### config.mk
export PLATFORM = sky130hd
export DESIGN_NAME = uart_tx_scheduler
export DESIGN_NICKNAME = d
export VERILOG_FILES = /design/src/rtl/uart_tx_scheduler.sv
export SDC_FILE = /design/constraint.sdc
export NUM_CORES = 1
export LEC_CHECK = 0
export CORE_ASPECT_RATIO = 0.75
export CORE_UTILIZATION = 44
export CTS_CLUSTER_DIAMETER = 60
export DETAILED_ROUTE_END_ITERATION = 8
export PLACE_DENSITY = 0.84
export SETUP_SLACK_MARGIN = 0.1
export SYNTH_ARGS = -nofsm -noshare
export SYNTH_HDL_FRONTEND = slang
export SYNTH_SLANG_ARGS = --single-unit
export TNS_END_PERCENT = 100
### constraint.sdc
create_clock -name TX_CLK -period 4.75 [get_ports TX_CLK]
set_clock_uncertainty 0.2 [all_clocks]
set_input_delay 0.7125 -clock TX_CLK [delete_from_list [all_inputs] [get_ports TX_CLK]]
set_output_delay 0.7125 -clock TX_CLK [all_outputs]
set_load 0.01 [all_outputs]
### src/rtl/uart_tx_scheduler.sv
// Round-robin scheduler sharing one UART transmitter among NUM_REQ requesters.
// Latches the winner's byte and parity config, launches the frame, and recovers from a stalled start.
module uart_tx_scheduler #(
  parameter int DATA_WIDTH = 8,
  parameter int NUM_REQ    = 4,
  parameter int START_TO   = 16
) (
  input  logic                          TX_CLK,
  input  logic                          RST,
  input  logic [NUM_REQ-1:0]            REQ_V,
  input  logic [NUM_REQ*DATA_WIDTH-1:0] REQ_DATA,
  input  logic [NUM_REQ-1:0]            REQ_PAR_EN,
  input  logic [NUM_REQ-1:0]            REQ_PAR_TYP,
  output logic [NUM_REQ-1:0]            REQ_ACK,
  output logic [DATA_WIDTH-1:0]         TX_IN_P,
  output logic                          TX_IN_V,
  input  logic                          TX_OUT_V,
  output logic                          parity_enable,
  output logic                          parity_type,
  output logic [$clog2(NUM_REQ)-1:0]    GRANT_ID,
  output logic                          SCHED_BUSY,
  output logic                          START_TIMEOUT
);

  localparam int IDW = $clog2(NUM_REQ);
  localparam int CW  = $clog2(START_TO + 1);
  localparam logic [CW-1:0] TO_LAST = CW'(START_TO - 1);

  typedef enum logic [1:0] {
    IDLE       = 2'd0,
    LOAD       = 2'd1,
    WAIT_START = 2'd2,
    WAIT_END   = 2'd3
  } state_t;

  state_t          state_r;
  state_t          state_nxt_s;
  logic [IDW-1:0]  rr_ptr_r;
  logic [CW-1:0]   cnt_r;
  logic            win_found_s;
  logic [IDW-1:0]  win_idx_s;
  logic [IDW-1:0]  cand_s;
  logic            grant_s;
  logic            timeout_s;
  logic            frame_done_s;
  logic [IDW-1:0]  ptr_after_s;

  // Round-robin search: first requester with REQ_V set, upward from rr_ptr_r with wrap.
  always_comb begin
    win_found_s = 1'b0;
    win_idx_s   = '0;
    cand_s      = '0;
    for (int i = 0; i < NUM_REQ; i++) begin
      cand_s = IDW'((int'(rr_ptr_r) + i) % NUM_REQ);
      if (!win_found_s && REQ_V[cand_s]) begin
        win_found_s = 1'b1;
        win_idx_s   = cand_s;
      end else begin
        win_found_s = win_found_s;
      end
    end
  end

  assign grant_s     = (state_r == IDLE) && win_found_s;
  assign ptr_after_s = (GRANT_ID == IDW'(NUM_REQ - 1)) ? '0 : GRANT_ID + IDW'(1);

  // Next-state logic and the two frame-termination events.
  always_comb begin
    state_nxt_s  = state_r;
    timeout_s    = 1'b0;
    frame_done_s = 1'b0;
    case (state_r)
      IDLE: begin
        if (win_found_s) begin
          state_nxt_s = LOAD;
        end else begin
          state_nxt_s = IDLE;
        end
      end
      LOAD: begin
        state_nxt_s = WAIT_START;
      end
      WAIT_START: begin
        if (TX_OUT_V) begin
          state_nxt_s = WAIT_END;
        end else if (cnt_r == TO_LAST) begin
          state_nxt_s = IDLE;
          timeout_s   = 1'b1;
        end else begin
          state_nxt_s = WAIT_START;
        end
      end
      WAIT_END: begin
        if (!TX_OUT_V) begin
          state_nxt_s  = IDLE;
          frame_done_s = 1'b1;
        end else begin
          state_nxt_s = WAIT_END;
        end
      end
      default: begin
        state_nxt_s = IDLE;
      end
    endcase
  end

  // State, start-wait counter and round-robin pointer.
  always_ff @(posedge TX_CLK or negedge RST) begin
    if (!RST) begin
      state_r  <= IDLE;
      cnt_r    <= '0;
      rr_ptr_r <= '0;
    end else begin
      state_r <= state_nxt_s;
      if ((state_r == WAIT_START) && !TX_OUT_V) begin
        cnt_r <= cnt_r + CW'(1);
      end else begin
        cnt_r <= '0;
      end
      // A timed-out request counts as consumed, so the pointer moves on either way.
      if (timeout_s || frame_done_s) begin
        rr_ptr_r <= ptr_after_s;
      end else begin
        rr_ptr_r <= rr_ptr_r;
      end
    end
  end

  // Registered strobes and the per-frame latched byte/config.
  always_ff @(posedge TX_CLK or negedge RST) begin
    if (!RST) begin
      REQ_ACK       <= '0;
      TX_IN_V       <= 1'b0;
      TX_IN_P       <= '0;
      parity_enable <= 1'b0;
      parity_type   <= 1'b0;
      GRANT_ID      <= '0;
      SCHED_BUSY    <= 1'b0;
      START_TIMEOUT <= 1'b0;
    end else begin
      TX_IN_V       <= grant_s;
      SCHED_BUSY    <= (state_nxt_s != IDLE);
      START_TIMEOUT <= timeout_s;
      if (grant_s) begin
        REQ_ACK       <= NUM_REQ'(1) << win_idx_s;
        TX_IN_P       <= REQ_DATA[win_idx_s*DATA_WIDTH +: DATA_WIDTH];
        parity_enable <= REQ_PAR_EN[win_idx_s];
        parity_type   <= REQ_PAR_TYP[win_idx_s];
        GRANT_ID      <= win_idx_s;
      end else begin
        REQ_ACK       <= '0;
        TX_IN_P       <= TX_IN_P;
        parity_enable <= parity_enable;
        parity_type   <= parity_type;
        GRANT_ID      <= GRANT_ID;
      end
    end
  end

endmodule

==> summary.txt, run 1 <==
Outcome = completed
Final estimated routing congestion in global placement = 0.790
Layout area overhead = 49.2%
Fillers = 219
Crit path launch = REQ_V[1]
Largest net degree at the start of global routing = 29
Post-Syn Area per Cell = 11.3 um2
Antenna viol nets, final = 0
Die height = 52.0 um
Largest area contributor in the netlist = dfrtp_1
Critical-path top delay cell = nand2b_1
Area occupied by multi-input gates = 701 um2
CTS Sinks = 28
Crit Path Class = primary input to flip-flop
Synth top cells by count = 28 x dfrtp_1, 20 x mux2i_1, 17 x nand2_1
Antenna diode count = 0
Synth top area share = 0.479
Hold Buf Count CTS = 0
Num CTS Buffers = 3
Clk pin slew, worst setup/hold paths = 0.09 ns
Buf+Inv Stages, Crit Path = 2
RSZ-0062 raised after global routing = no
WP data arrival = 2.88 ns
Worst stage delay on the critical path = 0.52 ns
Post-synth EDFFs = 0
Max Cap Viol = 0
Initial Util = 0.481
Antenna violations before repair = 0
Vias in the first global route = 1227
CP delay by family, top = simple AND/OR/NAND/NOR gates
Most frequent cell after synthesis = dfrtp_1
Seq/Total Area, Yosys = 0.479
Synth Cell Area = 0.00146 mm2
Met3 wire length = 176 um
Startpoint Class = primary input
Core Area = 0.00304 mm2
CTS tree = done
First-pass GRT wire length = 5.60 mm
Share of cells above drive strength 1 = 0.0979
Clock Latency Late Sink = 0.27 ns
Max Root-Sink Buffers = 2
Met2 routed WL = 1.72 mm
DR WL/cell = 15.2 um
Final hold viol count = 0
Hold Path Class = flip-flop to flip-flop
Post-synth ARST share = 1.00
Vias per inst = 5.42
Slew Limit Fails = 0
Worst reg2reg path depth = 5
Final HPWL DP = 2.79 mm
Final Critical Period = 2.96 ns
Post-Layout Inst Area = 0.00218 mm2
Max Fclk = 338 MHz
Synth Instances = 129
Hold slack = 0.266 ns
Main flop type after synthesis = dfrtp_1
Nets@finish = 245
Crit Path Max Fanout = 16
YS warnings = 0
Placement Cell Area = 0.00213 mm2
Top sig layer = met4
Critical path capture point type = flip-flop
Power Density = 465 mW/mm2
Peak VDD IR = 0.395 mV
Starting DRT DRC Count = 89
Critical path, cell by cell = clkdlybuf4s50_1 -> nor4_1 -> nand2b_1 -> inv_1 -> nand3_1 -> o221ai_1
Syn nets = 179
DRT met1 WL = 1.58 mm
R2r setup slk = 2.49 ns
Final setup viols = 0
Port bufs = 65
Register Area = 701 um2
Remaining Overflow, GRT = 0
Post-CTS setup buffer count = 0
Count of state elements after synthesis = 28
Cell row count = 17
Final period util = 0.623
Post-CTS resize count = 0
WHS Path Cells = 1
Setup_tns = 0 ns
Die footprint = 0.00356 mm2
Post-Route WL = 3.53 mm
Router iterations before antenna repair = 4
# DRC = 0
Width of the die = 68.6 um
Netlist cell types = 30
Via Count = 1258
Ports = 66
Max H-tree Level = 1
Worst R2R Start = state_r[0]
R2r endpoint = parity_enable
Hold Startpoint = cnt_r[0]
Slew @ Worst Pin = 0.684 ns
Pwr Total = 1.02 mW
Max transition margin = 0.543
CP Data Required Time = 4.67 ns
Lkg Pwr = 0.988 nW
Endpoint, Worst Hold = cnt_r[0]
Root buffer cell = clkbuf_8
GRT Total Usage = 0.220
Top post-synthesis cells by area = dfrtp_1 48%, mux2i_1 14%, o221ai_2 9.2%
-- cell families (layout without fill, tap and decap cells) --
logic type / Yosys count / in the layout / share of synthesized area
flops: 28 / 28 / 0.479
buf+inv: 10 / 75 / 0.0427
compound gates: 19 / 19 / 0.144
xor+xnor: 2 / 2 / 0.0120
mux: 22 / 22 / 0.155
simple gates: 45 / 45 / 0.143
fa+ha+maj: 3 / 3 / 0.0256
-- cell usage in the layout, fill, tap and decap left out, types with 2 or more instances in the layout --
| cell type | count |
|---|---|
| mux2i_1 | 20 |
| o221ai_2 | 9 |
| o21ai_0 | 2 |
| inv_1 | 4 |
| nand2_1 | 17 |
| and2_1 | 2 |
| ha_1 | 3 |
| a21o_1 | 2 |
| clkbuf_8 | 4 |
| nor2_1 | 12 |
| buf_4 | 2 |
| nor2b_1 | 4 |
| or2_2 | 2 |
| clkdlybuf4s50_1 | 65 |
| o221ai_1 | 2 |
| nand3_1 | 2 |
| nand2b_1 | 3 |
| dfrtp_1 | 28 |
-- flip-flops by register name, summed over array words and instances, names as in the netlist --
name and flops:
START_TIMEOUT 1, REQ_ACK 4, state_r 2, rr_ptr_r 2, TX_IN_P 8, parity_type 1, TX_IN_V 1, GRANT_ID 2
parity_enable 1, SCHED_BUSY 1, cnt_r 5
-- power breakdown --
group          internal [mW]  leakage [nW]  switching, mW
logic                  0.266         0.601          0.228
registers              0.318         0.359         0.0600
clock network         0.0742        0.0288         0.0699
total                  0.658         0.988          0.358
-- metal layers --
layer / GRT usage / vias to the layer above
met5: 0 / -
met4: 0.0764 / 0
met3: 0.0482 / 8
met2: 0.359 / 42
met1: 0.284 / 618
li1: - / 590
-- how the worst max path moves through the flow --
stage | to | cells after the start
after floorplan | TX_IN_P[0] | 5
after global placement | TX_IN_P[7] | 6
after detailed placement | parity_enable | 6
after CTS | parity_enable | 6
after global routing | parity_enable | 6
final | parity_enable | 6
-- layout make-up --
class	instances	area share
clock buffers	4	0.0252
inverters	4	0.00687
multi-input cells	91	0.321
flip-flops and latches	28	0.321
well taps	38	0.0218
repair buffers	67	0.305
-- per-stage QoR --
step	util	cells	worst slack (ns)
6_report	0.718	232	1.79
5_1_grt	0.718	232	1.63
4_1_cts	0.718	232	1.78
3_5_place_dp	0.700	228	1.53
3_3_place_gp	0.700	228	1.67
2_1_floorplan	-	129	2.72
(Power assumes the default switching activity.)
==> inputs of run 2 (changes only) <==
--- a/config.mk
+++ b/config.mk
@@ -6,10 +6,10 @@
 export NUM_CORES = 1
 export LEC_CHECK = 0
 export CORE_ASPECT_RATIO = 0.75
-export CORE_UTILIZATION = 44
+export CORE_UTILIZATION = 37
 export CTS_CLUSTER_DIAMETER = 60
 export DETAILED_ROUTE_END_ITERATION = 8
-export PLACE_DENSITY = 0.84
+export PLACE_DENSITY = 0.75
 export SETUP_SLACK_MARGIN = 0.1
 export SYNTH_ARGS = -nofsm -noshare
 export SYNTH_HDL_FRONTEND = slang
==> constraint.sdc (replaced) <==
create_clock -name TX_CLK -period 2.63 [get_ports TX_CLK]
set_clock_uncertainty 0.2 [all_clocks]
set_input_delay 0.3945 -clock TX_CLK [delete_from_list [all_inputs] [get_ports TX_CLK]]
set_output_delay 0.3945 -clock TX_CLK [all_outputs]
set_load 0.01 [all_outputs]
==> summary.txt, run 2 (synthesized netlist as in run 1, its figures left out) <==
Outcome = completed
Final setup viols = 0
Final Critical Period = 2.26 ns
Power Density = 866 mW/mm2
WP data arrival = 2.22 ns
Via Count = 1261
Commonest non-fill, non-tap cell in the layout = clkdlybuf4s50_1
GRT Total Usage = 0.187
Vias in the first global route = 1319
Slew Limit Fails = 0
Critical-path top delay cell = clkdlybuf4s50_1
Critical path, cell by cell = clkdlybuf4s50_1 -> mux2_4 -> o221ai_2 -> buf_12 -> mux2i_1 -> o221ai_2
R2r setup slk = 0.50 ns
Post-CTS setup buffer count = 0
Share of cells above drive strength 1 = 0.125
Antenna viol nets, final = 0
Core Area = 0.00373 mm2
Commonest cells after routing, fill and taps aside = 65 x clkdlybuf4s50_1, 28 x dfrtp_1, 20 x mux2i_1, 17 x nand2_1, 12 x nor2_1
Vias per inst = 5.00
Hold Buf Count CTS = 0
Max transition margin = 0.673
Final period util = 0.858
RSZ-0062 raised after global routing = no
Crit Path Class = primary input to flip-flop
Fillers = 311
Worst reg2reg path depth = 5
Area occupied by multi-input gates = 701 um2
Setup_tns = 0 ns
Cell row count = 19
Largest net degree at the start of global routing = 29
Antenna diode count = 0
CTS tree = done
Startpoint Class = primary input
Post-Layout Inst Area = 0.00228 mm2
Max H-tree Level = 1
Worst stage delay on the critical path = 0.48 ns
Lkg Pwr = 1.03 nW
Final estimated routing congestion in global placement = 0.798
Remaining Overflow, GRT = 0
Post-CTS resize count = 0
Final hold viol count = 0
Grt peak-use layer = met2
Critical path capture point type = flip-flop
R2r endpoint = TX_IN_P[5]
Max Fclk = 443 MHz
M3 GR Usage = 0.0485
Peak VDD IR = 0.534 mV
Clk pin slew, worst setup/hold paths = 0.09 ns
Router iterations before antenna repair = 4
Crit Path Max Fanout = 16
Max reg flops = 8
Clock Latency Late Sink = 0.28 ns
Nets@finish = 251
Antenna violations before repair = 0
Biggest regs = TX_IN_P (8), cnt_r (5), REQ_ACK (4)
Grt met2 use = 0.337
Post-Route WL = 3.67 mm
Die footprint = 0.00421 mm2
Ports = 66
Layout area overhead = 55.5%
Port bufs = 65
Hold Path Class = primary input to async pin
Initial Util = 0.392
Largest reg by FF count = TX_IN_P
CP delay by family, top = buffers and inverters
Die height = 56.5 um
Starting DRT DRC Count = 26
Max Root-Sink Buffers = 2
# DRC = 0
Max Cap Viol = 0
Worst slack, placed = 0.0896 ns
Num CTS Buffers = 3
DR WL/cell = 14.6 um
Most used cell, CP = o221ai_2
CP Data Required Time = 2.59 ns
First-pass GRT wire length = 5.89 mm
CTS Sinks = 28
Register Area = 701 um2
Root buffer cell = clkbuf_8
Final HPWL DP = 2.90 mm
Placement Cell Area = 0.00220 mm2
GR Util met1 = 0.216
Buf+Inv Stages, Crit Path = 2
Slack of the critical path = 0.373 ns
Slew @ Worst Pin = 0.488 ns
Width of the die = 74.6 um
Worst R2R Start = rr_ptr_r[1]
[run 2: how the worst max path moves through the flow]
stage | slack [ns] | start | depth (start not counted) | to
final | 0.37 | REQ_V[1] | 6 | TX_IN_P[5]
after global routing | 0.28 | REQ_V[1] | 6 | TX_IN_P[5]
after CTS | 0.38 | REQ_V[1] | 6 | TX_IN_P[5]
after detailed placement | 0.09 | REQ_V[1] | 6 | TX_IN_P[3]
after global placement | 0.17 | REQ_V[1] | 6 | TX_IN_P[5]
after floorplan | 0.86 | rr_ptr_r[1] | 5 | TX_IN_P[0]
[run 2: metrics by stage]
| stage | power, mW | std cells | util | hold slack, ns |
|---|---|---|---|---|
| floorplan | 1.21 | 129 | - | -0.101 |
| global placement | 1.61 | 248 | 0.591 | 0.247 |
| detailed placement | 1.64 | 248 | 0.591 | 0.276 |
| CTS | 1.99 | 252 | 0.610 | 0.292 |
| global route | 2.10 | 252 | 0.610 | 0.313 |
| finish | 1.97 | 252 | 0.610 | 0.280 |
[run 2: routing by layer]
layer	share of wire	wire, um
met1	0.41	1520
met5	0	0
met4	0.011	39
met3	0.047	173
met2	0.53	1940
[run 2: area by class of cell]
type / instances / area share
Tap cell: 52 / 0.0286
Timing Repair Buffer: 73 / 0.318
Clock inverter: 1 / 0.0132
Sequential cell: 28 / 0.308
Multi-Input combinational cell: 91 / 0.308
Clock buffer: 3 / 0.0181
Inverter: 4 / 0.00660
[run 2: power breakdown]
group          internal (mW)  switching [mW]  total, mW
registers              0.574           0.107      0.681
clock network          0.204           0.136      0.340
logic                  0.524           0.426      0.950
==> inputs of run 3 (changes only) <==
--- a/config.mk
+++ b/config.mk
@@ -9,7 +9,7 @@
 export CORE_UTILIZATION = 37
 export CTS_CLUSTER_DIAMETER = 60
 export DETAILED_ROUTE_END_ITERATION = 8
-export PLACE_DENSITY = 0.75
+export PLACE_DENSITY = 0.86
 export SETUP_SLACK_MARGIN = 0.1
 export SYNTH_ARGS = -nofsm -noshare
 export SYNTH_HDL_FRONTEND = slang
==> summary.txt, run 3 (synthesized netlist as in run 1, its figures left out) <==
Final setup viols = 0
Via Count = 1188
Slew Limit Fails = 0
Combinational share of power = 0.478
Lkg Pwr = 1.02 nW
Final estimated routing congestion in global placement = 0.747
Net Switching = 0.657 mW
Remaining Overflow, GRT = 0
Max Cap Viol = 0
Critical path capture point type = flip-flop
Antenna viol nets, final = 0
Vias in the first global route = 1189
Clk pwr share = 0.176
Die footprint = 0.00421 mm2
Ports = 66
Num CTS Buffers = 3
Largest net degree at the start of global routing = 29
Width of the die = 74.6 um
Vias per inst = 4.73
Final period util = 0.830
Share of cells above drive strength 1 = 0.121
DP Cell Count = 247
Clk pin slew, worst setup/hold paths = 0.10 ns
WP data arrival = 2.13 ns
Max reg flops = 8
Commonest non-fill, non-tap cell in the layout = clkdlybuf4s50_1
Crit Path Max Fanout = 16
Hold Path Class = flip-flop to flip-flop
Router iterations before antenna repair = 4
Hold slack = 0.258 ns
CTS tree = done
CP Data Required Time = 2.58 ns
Max Fclk = 458 MHz
Max H-tree Level = 1
Starting DRT DRC Count = 52
Max transition margin = 0.692
Nets@finish = 250
Antenna violations before repair = 0
Die height = 56.5 um
Non-filler cells, final = 251
Cell row count = 19
Crit Path Class = primary input to flip-flop
Post-CTS resize count = 0
Largest reg by FF count = TX_IN_P
Final HPWL DP = 2.57 mm
GRT Total Usage = 0.173
Post-Route WL = 3.43 mm
Startpoint Class = primary input
Port bufs = 65
Post-CTS setup buffer count = 0
RSZ-0062 raised after global routing = no
Biggest regs = TX_IN_P (8), cnt_r (5), REQ_ACK (4)
# DRC = 0
Initial Util = 0.392
Final hold viol count = 0
Sw Ratio = 0.337
Int Power = 1.29 mW
Outcome = completed
Setup_tns = 0 ns
Core Area = 0.00373 mm2
Final Critical Period = 2.18 ns
CTS Sinks = 28
Sequential share of power = 0.347
Pwr Total = 1.95 mW
Power Density = 860 mW/mm2
Max Root-Sink Buffers = 2
Layout area overhead = 55.0%
Slew @ Worst Pin = 0.460 ns
DR WL/cell = 13.7 um
First-pass GRT wire length = 5.53 mm
Clock Latency Late Sink = 0.27 ns
Antenna diode count = 0
Root buffer cell = clkbuf_8
Hold Buf Count CTS = 0
Commonest cells after routing, fill and taps aside = 65 x clkdlybuf4s50_1, 28 x dfrtp_1, 20 x mux2i_1, 17 x nand2_1, 12 x nor2_1
Peak VDD IR = 0.446 mV
[run 3: final timing paths]
kind                                to  slack (ns)         from  depth (start not counted)
setup / recovery            TX_IN_P[7]        0.45     REQ_V[0]                          6
hold / removal                cnt_r[0]        0.26     cnt_r[0]                          1
setup reg to reg            TX_IN_P[7]        0.54  rr_ptr_r[1]                          5
hold reg to reg               cnt_r[0]        0.26     cnt_r[0]                          1
max in group asynchronous   REQ_ACK[1]        1.69          RST                          2
min in group asynchronous  rr_ptr_r[0]        0.29          RST                          2
[run 3: critical path: stages]
cell and delay [ns]:
clkdlybuf4s50_1 0.54, or3b_1 0.41, o221ai_2 0.19, buf_12 0.23, mux2i_1 0.21, o221ai_1 0.14
[run 3: routing by layer]
metal  track usage  up-vias  wire length, um
met5             0        -                0
met4        0.0243        0                8
met3        0.0485        2              145
met2         0.282       34             1630
met1         0.232      554             1650
li1              -      598                -
[run 3: power groups by stage]
| stage | Combinational [mW] | Sequential [mW] | Clock, mW |
|---|---|---|---|
| after floorplan | 0.496 | 0.713 | 0 |
| after global placement | 0.913 | 0.679 | 0 |
| after detailed placement | 0.939 | 0.680 | 0 |
| after CTS | 0.943 | 0.677 | 0.344 |
| after global routing | 1.01 | 0.696 | 0.363 |
| final | 0.932 | 0.677 | 0.343 |
[run 3: area by class of cell]
type	instances	area, um2
fillers	319	1460
repair buffers	72	716
flip-flops and latches	28	701
multi-input cells	91	701
well taps	52	65.1
clock buffers	3	41.3
clock inverters	1	30.0
inverters	4	15.0
[run 3: stage by stage]
step / cell area (um2) / setup WS (ns) / util
CTS: 2270 / 0.414 / 0.608
floorplan: 1460 / 0.864 / -
detailed placement: 2200 / 0.127 / 0.589
finish: 2270 / 0.448 / 0.608
global route: 2270 / 0.326 / 0.608
global placement: 2200 / 0.206 / 0.589
